`config.mk`:
```
export PLATFORM = sky130hd
export DESIGN_NAME = mem_bus_arbiter
export DESIGN_NICKNAME = d
export VERILOG_FILES = /design/src/rtl/mem_bus_arbiter.sv
export SDC_FILE = /design/constraint.sdc
export NUM_CORES = 1
export LEC_CHECK = 0
export ABC_CLOCK_PERIOD_IN_PS = 4000
export CAP_MARGIN = 10
export CORE_UTILIZATION = 42
export CTS_CLUSTER_DIAMETER = 60
export CTS_CLUSTER_SIZE = 20
export DETAILED_ROUTE_END_ITERATION = 6
export PLACE_DENSITY = 0.82
export SLEW_MARGIN = 5
export SYNTH_ARGS = -nofsm -noshare
export SYNTH_HDL_FRONTEND = slang
export SYNTH_SLANG_ARGS = --single-unit
```
`constraint.sdc`:
```
create_clock -name clk -period 4 [get_ports clk]
set_clock_uncertainty 0.15 [all_clocks]
set_input_delay 0.8 -clock clk [delete_from_list [all_inputs] [get_ports clk]]
set_output_delay 0.8 -clock clk [all_outputs]
set_load 0.005 [all_outputs]
```
`src/rtl/mem_bus_arbiter.sv`:
```
// Two-port memory bus arbiter: instruction fetch and data ports share a single
// strobe/ack bus, with optional round-robin and a bus-ack timeout abort.
module mem_bus_arbiter #(
   parameter int TIMEOUT = 16,
   parameter int RR      = 1
) (
   input  logic        clk,
   input  logic        rst,
   input  logic        if_req,
   input  logic [31:0] if_addr,
   output logic [31:0] if_rdata,
   output logic        if_ack,
   input  logic        dm_req,
   input  logic        dm_we,
   input  logic [3:0]  dm_sel,
   input  logic [31:0] dm_addr,
   input  logic [31:0] dm_wdata,
   output logic [31:0] dm_rdata,
   output logic        dm_ack,
   output logic        bus_stb,
   output logic        bus_we,
   output logic [3:0]  bus_sel,
   output logic [31:0] bus_addr,
   output logic [31:0] bus_wdata,
   input  logic [31:0] bus_rdata,
   input  logic        bus_ack,
   output logic        stallreq_if,
   output logic        stallreq_mem,
   output logic        bus_err
);

   typedef enum logic [1:0] {IDLE, BUSY_IF, BUSY_DM, DONE} state_t;

   localparam logic [7:0] CNT_LAST = 8'(TIMEOUT - 1);

   state_t     state;
   logic       last_grant_dm;
   logic [7:0] cnt;
   logic       pick_dm;

   // On a tie the data port wins unless round-robin says fetch is due.
   assign pick_dm = dm_req && (!if_req || (RR == 0) || !last_grant_dm);

   assign stallreq_if  = if_req & ~if_ack;
   assign stallreq_mem = dm_req & ~dm_ack;

   always_ff @(posedge clk or negedge rst) begin
      if (!rst) begin
         state         <= IDLE;
         last_grant_dm <= 1'b0;
         cnt           <= '0;
         if_rdata      <= '0;
         if_ack        <= 1'b0;
         dm_rdata      <= '0;
         dm_ack        <= 1'b0;
         bus_stb       <= 1'b0;
         bus_we        <= 1'b0;
         bus_sel       <= '0;
         bus_addr      <= '0;
         bus_wdata     <= '0;
         bus_err       <= 1'b0;
      end else begin
         if_ack  <= 1'b0;
         dm_ack  <= 1'b0;
         bus_err <= 1'b0;
         case (state)
            IDLE: begin
               if (pick_dm) begin
                  state         <= BUSY_DM;
                  last_grant_dm <= 1'b1;
                  cnt           <= '0;
                  bus_stb       <= 1'b1;
                  bus_we        <= dm_we;
                  bus_sel       <= dm_sel;
                  bus_addr      <= dm_addr;
                  bus_wdata     <= dm_wdata;
               end else if (if_req) begin
                  state         <= BUSY_IF;
                  last_grant_dm <= 1'b0;
                  cnt           <= '0;
                  bus_stb       <= 1'b1;
                  bus_we        <= 1'b0;
                  bus_sel       <= 4'hF;
                  bus_addr      <= if_addr;
                  bus_wdata     <= '0;
               end
            end
            BUSY_IF, BUSY_DM: begin
               // A real ack beats a timeout landing on the same edge.
               if (bus_ack) begin
                  state   <= DONE;
                  bus_stb <= 1'b0;
                  if (state == BUSY_IF) begin
                     if_ack   <= 1'b1;
                     if_rdata <= bus_rdata;
                  end else begin
                     dm_ack <= 1'b1;
                     if (!bus_we) dm_rdata <= bus_rdata;
                  end
               end else if (cnt == CNT_LAST) begin
                  state   <= DONE;
                  bus_stb <= 1'b0;
                  bus_err <= 1'b1;
                  if (state == BUSY_IF) begin
                     if_ack   <= 1'b1;
                     if_rdata <= '0;
                  end else begin
                     dm_ack   <= 1'b1;
                     dm_rdata <= '0;
                  end
               end else begin
                  cnt <= cnt + 8'd1;
               end
            end
            DONE:    state <= IDLE;
            default: state <= IDLE;
         endcase
      end
   end

endmodule

```
==> results of run 1 <==
-- metrics by stage --
step	util	total power, mW	cell area, µm²	hold WS (ns)	setup WS, ns
after global routing	0.677	7.49	9360	0.361	0.798
after CTS	0.677	7.13	9360	0.334	0.850
after floorplan	-	3.91	5940	0.292	1.86
after global placement	0.638	5.50	8820	0.314	0.848
final	0.677	7.07	9360	0.327	0.863
after detailed placement	0.638	5.63	8820	0.320	0.814
-- final timing paths --
| path | startpoint | to | slack (ns) | cells after the start |
|---|---|---|---|---|
| worst min-delay path | rst | bus_addr[7] | 0.33 | 1 |
| max in group asynchronous | rst | bus_wdata[3] | 2.47 | 2 |
| worst max-delay path | if_req | stallreq_if | 0.86 | 3 |
| worst min register to register | bus_addr[2] | bus_addr[2] | 0.33 | 2 |
| worst max register to register | state[0] | cnt[0] | 1.49 | 5 |
| min in group clk | bus_addr[2] | bus_addr[2] | 0.33 | 2 |
-- critical path, stage by stage --
cell             delay (ns)
clkdlybuf4s50_1        0.66
nor2b_1                0.17
clkdlybuf4s50_1        0.56
-- placed cells by master, fill, tap and decap left out, types with 4 or more instances in the layout --
master and instances:
dfrtp_1 148, nand2b_1 4, ha_1 4, a22o_1 97, nand3_1 4, o22a_1 4, mux2i_1 35, o21ai_0 40
clkbuf_16 17, inv_1 4, clkdlybuf4s50_1 275, nor3_1 4, clkinv_2 5, nand2_1 45, buf_4 8
-- report_power, final --
| part | internal (mW) | total, mW | switching, mW |
|---|---|---|---|
| Clock | 0.854 | 1.46 | 0.604 |
| Sequential | 2.16 | 2.56 | 0.402 |
| Combinational | 1.82 | 3.05 | 1.23 |
| Total | 4.83 | 7.07 | 2.24 |
-- cell type report --
type / count / share of cell area
well taps: 180 / 0.0241
clock inverters: 12 / 0.0112
multi-input cells: 273 / 0.219
repair buffers: 284 / 0.302
inverters: 4 / 0.00160
flip-flops and latches: 148 / 0.396
clock buffers: 20 / 0.0466
-- logic make-up (layout without fill, tap and decap cells) --
group                      Yosys count  in the layout  share of synthesized area
adders and majority gates            4              4                    0.00843
and+or+nand+nor                     77             77                     0.0645
DFF                                148            148                      0.624
muxes                               36             36                     0.0609
AOI/OAI and AO/OA                  156            156                      0.207
buffers and inverters               38            320                     0.0352
-- metal layers --
metal,track usage,vias to the layer above
met5,0,-
met4,0.0872,0
met3,0.0808,29
met2,0.388,230
met1,0.270,2405
li1,-,2234
-- flip-flops by register name, summed over array words and instances (netlist names) --
| signal | cells |
|---|---|
| cnt | 8 |
| if_ack | 1 |
| dm_ack | 1 |
| dm_rdata | 32 |
| bus_sel | 4 |
| bus_we | 1 |
| bus_err | 1 |
| last_grant_dm | 1 |
| bus_stb | 1 |
| if_rdata | 32 |
| bus_wdata | 32 |
| bus_addr | 32 |
| state | 2 |
==> key figures, run 1 <==
Synthesis
  • Asr flop ratio synth: 1.00
  • Syn avg cell area: 12.9 µm²
  • Synth Flop Type: dfrtp_1
  • Netlist Area Pre-Place: about 5900 µm²
  • Cell count after synthesis: between 400 and 500
  • Area contributors post-synth: dfrtp_1 62%, a22o_1 14%, mux2i_1 5.9%, o21ai_0 3.4%, nand2_1 2.8%
  • Seq cells post-synth: between 100 and 150
  • Syn Nets: 601
  • Synth top cells by count: 148 x dfrtp_1, 97 x a22o_1, 45 x nand2_1, 40 x o21ai_0, 35 x mux2i_1
  • Largest area contributor in the netlist: dfrtp_1
  • Sequential share of the synthesized area: 0.624
  • Post-synth top area share: 0.624
  • EDFF count, synth: 0
  • Synthesis Warnings: 0
  • Distinct cells, synth: 39
  • Top-count cell post-synth: dfrtp_1

Min path
  • Hold Path Class: input port to async pin

Critical path
  • Crit path DAT: 2.19 ns
  • Crit path max fanout: 6
  • Setup Crit Path Kind: input port to primary output
  • Critical Path End Type: primary output
  • Element type at the critical path start: input port
  • WP data required: a little over 3 ns

Flow run
  • Max Cap Viol: 0

Placement
  • I/O Buffers: roughly 280
  • Placed cells: 889
  • HPWL after detailed placement: ~12,000 µm
  • Gpl congestion: 0.852

Cells and area
  • Nets: 870
  • Post-Layout Cell Count: 921
  • Reg area: 3700 µm²
  • Fillers: roughly 1,000
  • Antenna cells: 0
  • Area grow syn2layout: 57.7%
  • Multi-input logic area: 2050 µm²
  • Fraction of layout cells with a size suffix above 1: 0.0729

Route
  • Via count: 4,898
  • Vias per cell: 5.32
  • Uppermost layer routed: met4
  • First-pass DRT Iterations: 4
  • Wire length on met2: 8150 µm
  • DRC viols: 0
  • DRT antenna net count: 0
  • 1st-iter DRT viols: 230
  • Metal-1 WL: 6920 µm
  • WL/cell: approximately 18 µm
  • Total length of routed met3 wires: 1440 µm
  • Final wirelength: 16,800 µm

Floorplanning
  • FP Rows: 43
  • Initial core utilization: 0.429
  • IO Count: 277
  • Core area: approximately 14,000 µm²
  • Full die area: 14,600 µm²
  • Chip height: 121 µm
  • Die Wd: ~120 µm

Power
  • VDD IR-drop max: 0.410 mV
  • Pwr Density: 755 nW/µm²
  • Static leakage: 4.13 nW

Clock tree
  • Clock latency on the worst-skew pair: 0.41 ns
  • Clock Path Buffers: 2
  • CTS root buffer: clkbuf_16
  • TritonCTS clock tree: done
  • Clk slew on worst S/H paths: 0.06 ns
  • PostCTS Resize Cnt: 0
  • H-tree depth: 4
  • Clk sinks: between 100 and 150
  • # Post-CTS Setup Buffers: 0
  • Hold_buf cts: 0
  • TritonCTS Buffers: 17

Status
  • Status: finished, final reports clean

Timing
  • Slew @ Worst Pin: 0.972 ns
  • RSZ-0062 raised after global routing: false
  • Max_slew headroom: 0.352
  • Pins Over Slew Limit: 0
  • Final TNS setup: 0 ns
  • Fin. Hold Viols: 0
  • Final Setup Violations: 0
  • Final critical-path share of the clock period: 0.784
  • Max Clock Freq: 319 MHz
  • Final min period: 3.14 ns

Global route
  • Remaining Overflow, GRT: 0
  • Initial antenna violation count: 0
  • GRT Util Overall: 0.230
  • Largest net degree at the start of global routing: 108
  • Vias in the first global route: 4,935
  • First-pass GRT wire length: approximately 25,000 µm
(Power assumes the default switching activity.)
==> inputs of run 2 (changes only) <==
--- a/config.mk
+++ b/config.mk
@@ -5,13 +5,13 @@
 export SDC_FILE = /design/constraint.sdc
 export NUM_CORES = 1
 export LEC_CHECK = 0
-export ABC_CLOCK_PERIOD_IN_PS = 4000
+export ABC_CLOCK_PERIOD_IN_PS = 2900
 export CAP_MARGIN = 10
-export CORE_UTILIZATION = 42
+export CORE_UTILIZATION = 41
 export CTS_CLUSTER_DIAMETER = 60
 export CTS_CLUSTER_SIZE = 20
 export DETAILED_ROUTE_END_ITERATION = 6
-export PLACE_DENSITY = 0.82
+export PLACE_DENSITY = 0.8
 export SLEW_MARGIN = 5
 export SYNTH_ARGS = -nofsm -noshare
 export SYNTH_HDL_FRONTEND = slang
==> constraint.sdc (replaced) <==
create_clock -name clk -period 2.9 [get_ports clk]
set_clock_uncertainty 0.15 [all_clocks]
set_input_delay 0.58 -clock clk [delete_from_list [all_inputs] [get_ports clk]]
set_output_delay 0.58 -clock clk [all_outputs]
set_load 0.005 [all_outputs]
==> run 2 against run 1 <==
Die area is 2.4% higher. Sequential cell count unchanged. Routed wire length is 1.8% higher. Clock power up 53%. Highest routed layer unchanged. Largest cell class unchanged. Sequential power rose by 38%. Worst setup slack got worse by 0.46 ns. Combinational power increased by 39%. Critical path depth is the same.
==> key figures, run 2 (synthesis results as in run 1) <==
Cells and area
  • Commonest non-fill, non-tap cells in the layout: 275 x clkdlybuf4s50_1, 148 x dfrtp_1, 97 x a22o_1, 45 x nand2_1, 40 x o21ai_0 (unchanged)
  • Fin util: 0.679 (was 0.677)
  • Nets: 875 (was 870)
  • Final Cell Area: 9500 µm² (was 9360 µm²)
  • Antenna cells: 0 (unchanged)
  • Area grow syn2layout: 60.0% (was 57.7%)
  • Commonest non-fill, non-tap cell in the layout: clkdlybuf4s50_1 (unchanged)
  • Fraction of layout cells with a size suffix above 1: 0.0818 (was 0.0729)
  • Fillers: 982 (was 997)

Floorplanning
  • Initial core utilization: 0.425 (was 0.429)
  • Chip height: 122 µm (was 121 µm)
  • FP Rows: 43 (unchanged)
  • IO Count: 277 (unchanged)
  • Core area: 14,000 µm² (was 13,800 µm²)
  • Die Wd: 122 µm (was 121 µm)
  • Full die area: 15,000 µm² (was 14,600 µm²)

Route
  • Vias per cell: 5.32 (about the same)
  • Via count: 4,927 (was 4,898)
  • WL/cell: 18.5 µm (was 18.3 µm)
  • First-pass DRT Iterations: 4 (unchanged)
  • DRT antenna net count: 0 (unchanged)
  • DRC viols: 0 (unchanged)
  • Final wirelength: 17,100 µm (was 16,800 µm)
  • 1st-iter DRT viols: 344 (was 230)

Power
  • Pwr Density: 1050 nW/µm² (was 755 nW/µm²)
  • Pint: 6.83 mW (was 4.83 mW)
  • Sw Pwr: 3.17 mW (was 2.24 mW)
  • Clock power share: 0.223 (was 0.206)
  • Sequential cell fraction of total power: 0.353 (was 0.362)
  • Total power: 10.0 mW (was 7.07 mW)
  • VDD IR-drop max: 0.586 mV (was 0.410 mV)
  • Net Sw Frac: 0.317 (about the same)
  • Static leakage: 4.19 nW (was 4.13 nW)
  • Logic pwr share: 0.424 (was 0.431)

Clock tree
  • Clk sinks: 148 (unchanged)
  • TritonCTS Buffers: 17 (unchanged)
  • # Post-CTS Setup Buffers: 0 (unchanged)
  • TritonCTS clock tree: done (unchanged)
  • Clk slew on worst S/H paths: 0.06 ns (about the same)
  • Clock Path Buffers: 2 (unchanged)
  • CTS root buffer: clkbuf_16 (unchanged)
  • Clock latency on the worst-skew pair: 0.42 ns (was 0.41 ns)
  • H-tree depth: 4 (unchanged)

Global route
  • First-pass GRT wire length: 26,000 µm (was 25,500 µm)
  • Initial antenna violation count: 1 (was 0)
  • Vias in the first global route: 4,998 (was 4,935)
  • Largest net degree at the start of global routing: 100 (was 108)
  • Remaining Overflow, GRT: 0 (unchanged)
  • GRT Util Overall: 0.230 (about the same)

Timing
  • Final min period: 2.49 ns
  • Fin. Hold Viols: 0 (unchanged)
  • Final Setup Violations: 0 (unchanged)
  • Max Clock Freq: around 400 MHz
  • Final critical-path share of the clock period: 0.860
  • RSZ-0062 raised after global routing: false (unchanged)
  • Final TNS setup: 0 ns (unchanged)
  • Pins Over Slew Limit: 0 (unchanged)
  • Max_slew headroom: 0.670 (was 0.352)
  • Slew @ Worst Pin: 0.495 ns (was 0.972 ns)

Min path
  • Hold Path Class: register to register (was input port to async pin)
  • Hold Crit Start: bus_addr[4]
  • Hold Crit Depth: 2
  • Worst hold endpoint: bus_addr[4]

Status
  • Status: finished, final reports clean (unchanged)

Critical path
  • Slowest stage cell, crit path: clkdlybuf4s50_1 (unchanged)
  • Crit path max fanout: 2 (was 6)
  • Crit path max-delay family: buffers and inverters (unchanged)
  • R2R cell count: 4 (was 5)
  • Most used cell, CP: clkdlybuf4s50_1 (unchanged)
  • WP data required: 2.17 ns (was 3.05 ns)
  • Crit path DAT: 1.76 ns (was 2.19 ns)
  • Worst path max stage delay: 0.55 ns (was 0.66 ns)
  • FF-to-FF Start: cnt[5] (was state[0])
  • Critical Path End Type: primary output (unchanged)
  • Critical path buffers and inverters: 2 (unchanged)
  • Flop2flop setup slack: 0.65 ns (was 1.49 ns)
  • Worst Setup SP: if_req (unchanged)
  • FF-to-FF End: dm_rdata[18] (was cnt[0])
  • Cells along the critical path: clkdlybuf4s50_1 -> nor2b_1 -> clkdlybuf4s50_1 (unchanged)
  • Element type at the critical path start: input port (unchanged)
  • Setup Crit Path Kind: input port to primary output (unchanged)

Flow run
  • Max Cap Viol: 0 (unchanged)

Placement
  • Gpl congestion: 0.758 (was 0.852)
  • HPWL after detailed placement: 12,200 µm (was 11,800 µm)
  • DP Area: 8890 µm² (was 8820 µm²)
  • I/O Buffers: 276 (unchanged)
run 2: cell types whose count changed in the layout (fill, tap and decap cells not counted), sizes merged:
cell / change
clkinvlp: +2
clkbuf: -2
inv: +5
clkinv: -6
dlygate4sd3: +1
bufinv: +1
buf: +4
run 2: final cells by class:
cell class	count	area [µm²]	area share
well taps	180	225	0.0237
clock inverters	14	165	0.0174
clock buffers	18	439	0.0462
repair buffers	289	2900	0.305
flip-flops and latches	148	3700	0.390
inverters	4	15.0	0.00158
multi-input cells	273	2050	0.216
run 2: what timing repair did:
item	in CTS	in global routing
hold endpoints to repair	22	0
gates resized for setup	0	0
hold buffers	1	0
run 2: worst max-delay path by stage:
| stage | endpoint | depth (start not counted) |
|---|---|---|
| final | stallreq_if | 3 |
| after global routing | stallreq_if | 3 |
| after CTS | stallreq_if | 3 |
| after detailed placement | cnt[6] | 6 |
| after global placement | cnt[6] | 6 |
| after floorplan | cnt[0] | 8 |
run 2: metal layers:
metal,wire [µm],GRT usage
met4,244,0.0694
met2,8450,0.383
met1,6700,0.269
met3,1760,0.0957
met5,0,0
run 2: power by group through the flow:
stage          combinational [mW]  clock (mW)  sequential, mW
2_1_floorplan                1.86           0            3.53
3_3_place_gp                 4.12           0            3.50
3_5_place_dp                 4.24           0            3.54
4_1_cts                      4.28        2.27            3.53
5_1_grt                      4.61        2.37            3.63
6_report                     4.25        2.23            3.53
run 2: through the flow:
step,hold WS (ns),setup slack [ns],cells
5_1_grt,0.355,0.357,926
6_report,0.327,0.407,926
3_3_place_gp,0.294,0.355,893
2_1_floorplan,0.134,0.880,459
3_5_place_dp,0.297,0.296,893
4_1_cts,0.333,0.394,926
run 2: worst reg2reg max path, stage by stage (launching register included):
cell and delay [ns]:
dfrtp_1 0.45, or4_4 0.58, o31ai_4 0.23, nand3b_4 0.38
a22o_1 0.35
==> inputs of run 3 (changes only) <==
--- a/config.mk
+++ b/config.mk
@@ -5,13 +5,14 @@
 export SDC_FILE = /design/constraint.sdc
 export NUM_CORES = 1
 export LEC_CHECK = 0
-export ABC_CLOCK_PERIOD_IN_PS = 2900
+export ABC_CLOCK_PERIOD_IN_PS = 2430
 export CAP_MARGIN = 10
 export CORE_UTILIZATION = 41
 export CTS_CLUSTER_DIAMETER = 60
 export CTS_CLUSTER_SIZE = 20
 export DETAILED_ROUTE_END_ITERATION = 6
 export PLACE_DENSITY = 0.8
+export REMOVE_ABC_BUFFERS = 1
 export SLEW_MARGIN = 5
 export SYNTH_ARGS = -nofsm -noshare
 export SYNTH_HDL_FRONTEND = slang
==> constraint.sdc (replaced) <==
create_clock -name clk -period 2.43 [get_ports clk]
set_clock_uncertainty 0.15 [all_clocks]
set_input_delay 0.486 -clock clk [delete_from_list [all_inputs] [get_ports clk]]
set_output_delay 0.486 -clock clk [all_outputs]
set_load 0.005 [all_outputs]
==> run 3 against run 2 <==
Critical path depth is the same. Sequential power rose by 20%. Global-route usage up 0.47 points. Sequential share of layout area fell by 0.33 points. Design area rose by 0.86%. Combinational power is 22% higher. Cell count increased by 0.65%. Via count up 1.1%. Routed wire length decreased by 0.22%. Critical path type unchanged. Largest power group unchanged.
==> key figures, run 3 (synthesis results as in run 1) <==
Status
  • Status: finished, final reports clean (unchanged)

Critical path
  • Cells along the critical path: clkdlybuf4s50_1 -> nor2b_1 -> clkdlybuf4s50_1 (unchanged)
  • Critical Path End Type: primary output (unchanged)
  • Slowest stage cell, crit path: clkdlybuf4s50_1 (unchanged)
  • Setup Crit Path Kind: input port to primary output (unchanged)
  • Element type at the critical path start: input port (unchanged)
  • FF-to-FF End: dm_rdata[19] (was dm_rdata[18])
  • Most used cell, CP: clkdlybuf4s50_1 (unchanged)
  • WP data required: 1.79 ns (was 2.17 ns)
  • Crit path max fanout: 4 (was 2)
  • Flop2flop setup slack: 0.19 ns (was 0.65 ns)
  • R2R cell count: 4 (unchanged)
  • Critical Path Stages: 3 (unchanged)
  • Crit path DAT: 1.65 ns (was 1.76 ns)
  • Worst path max stage delay: 0.51 ns (was 0.55 ns)
  • Crit path max-delay family: buffers and inverters (unchanged)
  • FF-to-FF Start: cnt[4] (was cnt[5])
  • Critical path buffers and inverters: 2 (unchanged)

Clock tree
  • TritonCTS clock tree: done (unchanged)
  • Clk slew on worst S/H paths: 0.06 ns (about the same)
  • H-tree depth: 4 (unchanged)
  • Clock Path Buffers: 2 (unchanged)
  • CTS root buffer: clkbuf_16 (unchanged)
  • TritonCTS Buffers: 17 (unchanged)
  • Clock latency on the worst-skew pair: 0.40 ns (was 0.42 ns)
  • Clk sinks: 148 (unchanged)

Route
  • DRT antenna net count: 0 (unchanged)
  • DRC viols: 0 (unchanged)
  • WL/cell: 18.4 µm (was 18.5 µm)
  • Vias per cell: 5.34 (was 5.32)
  • Final wirelength: 17,100 µm (about the same)
  • 1st-iter DRT viols: 247 (was 344)
  • First-pass DRT Iterations: 4 (unchanged)
  • Via count: 4,979 (was 4,927)

Cells and area
  • Final Cell Area: 9580 µm² (was 9500 µm²)
  • Fraction of layout cells with a size suffix above 1: 0.0864 (was 0.0818)
  • Area grow syn2layout: 61.4% (was 60.0%)
  • Commonest non-fill, non-tap cells in the layout: 275 x clkdlybuf4s50_1, 148 x dfrtp_1, 97 x a22o_1, 45 x nand2_1, 40 x o21ai_0 (unchanged)
  • Commonest non-fill, non-tap cell in the layout: clkdlybuf4s50_1 (unchanged)
  • Nets: 881 (was 875)
  • Antenna cells: 0 (unchanged)

Power
  • VDD IR-drop max: 0.526 mV (was 0.586 mV)
  • Pwr Density: 1250 nW/µm² (was 1050 nW/µm²)
  • Sw Pwr: 3.72 mW (was 3.17 mW)
  • Clock power share: 0.213 (was 0.223)
  • Pint: 8.24 mW (was 6.83 mW)
  • Logic pwr share: 0.433 (was 0.424)
  • Net Sw Frac: 0.311 (was 0.317)
  • Sequential cell fraction of total power: 0.354 (was 0.353)
  • Static leakage: 4.23 nW (was 4.19 nW)

Placement
  • DP Area: 9000 µm² (was 8890 µm²)
  • Gpl congestion: 0.805 (was 0.758)
  • HPWL after detailed placement: 12,500 µm (was 12,200 µm)
  • I/O Buffers: 276 (unchanged)
  • Pre-CTS WS: 0.0338 ns (was 0.296 ns)

Floorplanning
  • Core area: 14,000 µm² (unchanged)
  • IO Count: 277 (unchanged)
  • Full die area: 15,000 µm² (unchanged)
  • Die Wd: 122 µm (unchanged)
  • FP Rows: 43 (unchanged)
  • Initial core utilization: 0.425 (unchanged)
  • Chip height: 122 µm (unchanged)

Global route
  • Largest net degree at the start of global routing: 56 (was 100)
  • Initial antenna violation count: 0 (was 1)
  • Remaining Overflow, GRT: 0 (unchanged)
  • Vias in the first global route: 5,198 (was 4,998)
  • GRT Util Overall: 0.234 (was 0.230)
  • First-pass GRT wire length: 26,900 µm (was 26,000 µm)

Timing
  • Final critical-path share of the clock period: 0.943
  • RSZ-0062 raised after global routing: false (unchanged)
  • Final Setup Violations: 0 (unchanged)
  • Final worst-path setup slack: 0.139 ns (was 0.407 ns)
  • Hold_ws: 0.331 ns (was 0.327 ns)
  • Max Clock Freq: 437 MHz
  • Fin. Hold Viols: 0 (unchanged)
  • Slew @ Worst Pin: 0.418 ns (was 0.495 ns)
  • Final min period: 2.29 ns
  • Max_slew headroom: 0.722 (was 0.670)
  • Pins Over Slew Limit: 0 (unchanged)

Min path
  • Hold Crit Start: bus_addr[18] (was bus_addr[4])
  • Hold Path Class: register to register (unchanged)
  • Hold Crit Depth: 2 (unchanged)
  • Worst hold endpoint: bus_addr[18] (was bus_addr[4])

Flow run
  • Max Cap Viol: 0 (unchanged)
## run 3: cell types whose count changed in the layout (fill, tap and decap cells not counted), sizes merged
cell    delta
buf        +6
inv        -6
clkinv     +4
clkbuf     +2
## run 3: worst max-delay path by stage
stage / from / endpoint
floorplan: dm_req / bus_wdata[0]
global placement: bus_ack / dm_rdata[4]
detailed placement: bus_ack / dm_rdata[8]
CTS: dm_req / stallreq_mem
global route: dm_req / stallreq_mem
finish: dm_req / stallreq_mem
## run 3: what timing repair did
action                                 4_1_cts  5_1_grt
hold buffers                                 1        0
gates resized for setup                      0        0
setup buffers                                0        0
endpoints found under the hold margin       42        0
## run 3: worst min-delay path, delay by kind of cell (launching register included)
family / cells / cell delay [ns]
AO/OA/AOI/OAI: 1 / 0.06
AND/OR/NAND/NOR: 1 / 0.05
flip-flops: 1 / 0.34
## run 3: metal layers
| metal | up-vias | part of all wire | track usage |
|---|---|---|---|
| met5 | - | 0 | 0 |
| met1 | 2456 | 0.40 | 0.282 |
| met4 | 0 | 0.023 | 0.0899 |
| met2 | 226 | 0.49 | 0.390 |
| li1 | 2264 | - | - |
| met3 | 33 | 0.084 | 0.0753 |
## run 3: final cells by class
| cell class | instances | area (µm²) |
|---|---|---|
| Sequential cell | 148 | 3700 |
| Inverter | 4 | 15.0 |
| Tap cell | 180 | 225 |
| Clock buffer | 20 | 447 |
| Clock inverter | 12 | 131 |
| Timing Repair Buffer | 295 | 3010 |
| Multi-Input combinational cell | 273 | 2050 |
| Fill cell | 1026 | 4400 |
## run 3: power by group through the flow
stage	logic [mW]	clock network, mW	registers, mW
after CTS	5.25	2.59	4.23
after detailed placement	5.21	0	4.23
final	5.18	2.55	4.23
after global placement	5.03	0	4.19
after floorplan	2.06	0	4.22
after global routing	5.64	2.70	4.36
## run 3: stage by stage
stage | cells | power, mW | utilization | setup TNS [ns]
after floorplan | 425 | 6.28 | - | -226.56
after global placement | 899 | 9.23 | 0.643 | 0
after detailed placement | 899 | 9.45 | 0.643 | 0
after CTS | 932 | 12.1 | 0.685 | 0
after global routing | 932 | 12.7 | 0.685 | 0
final | 932 | 12.0 | 0.685 | 0
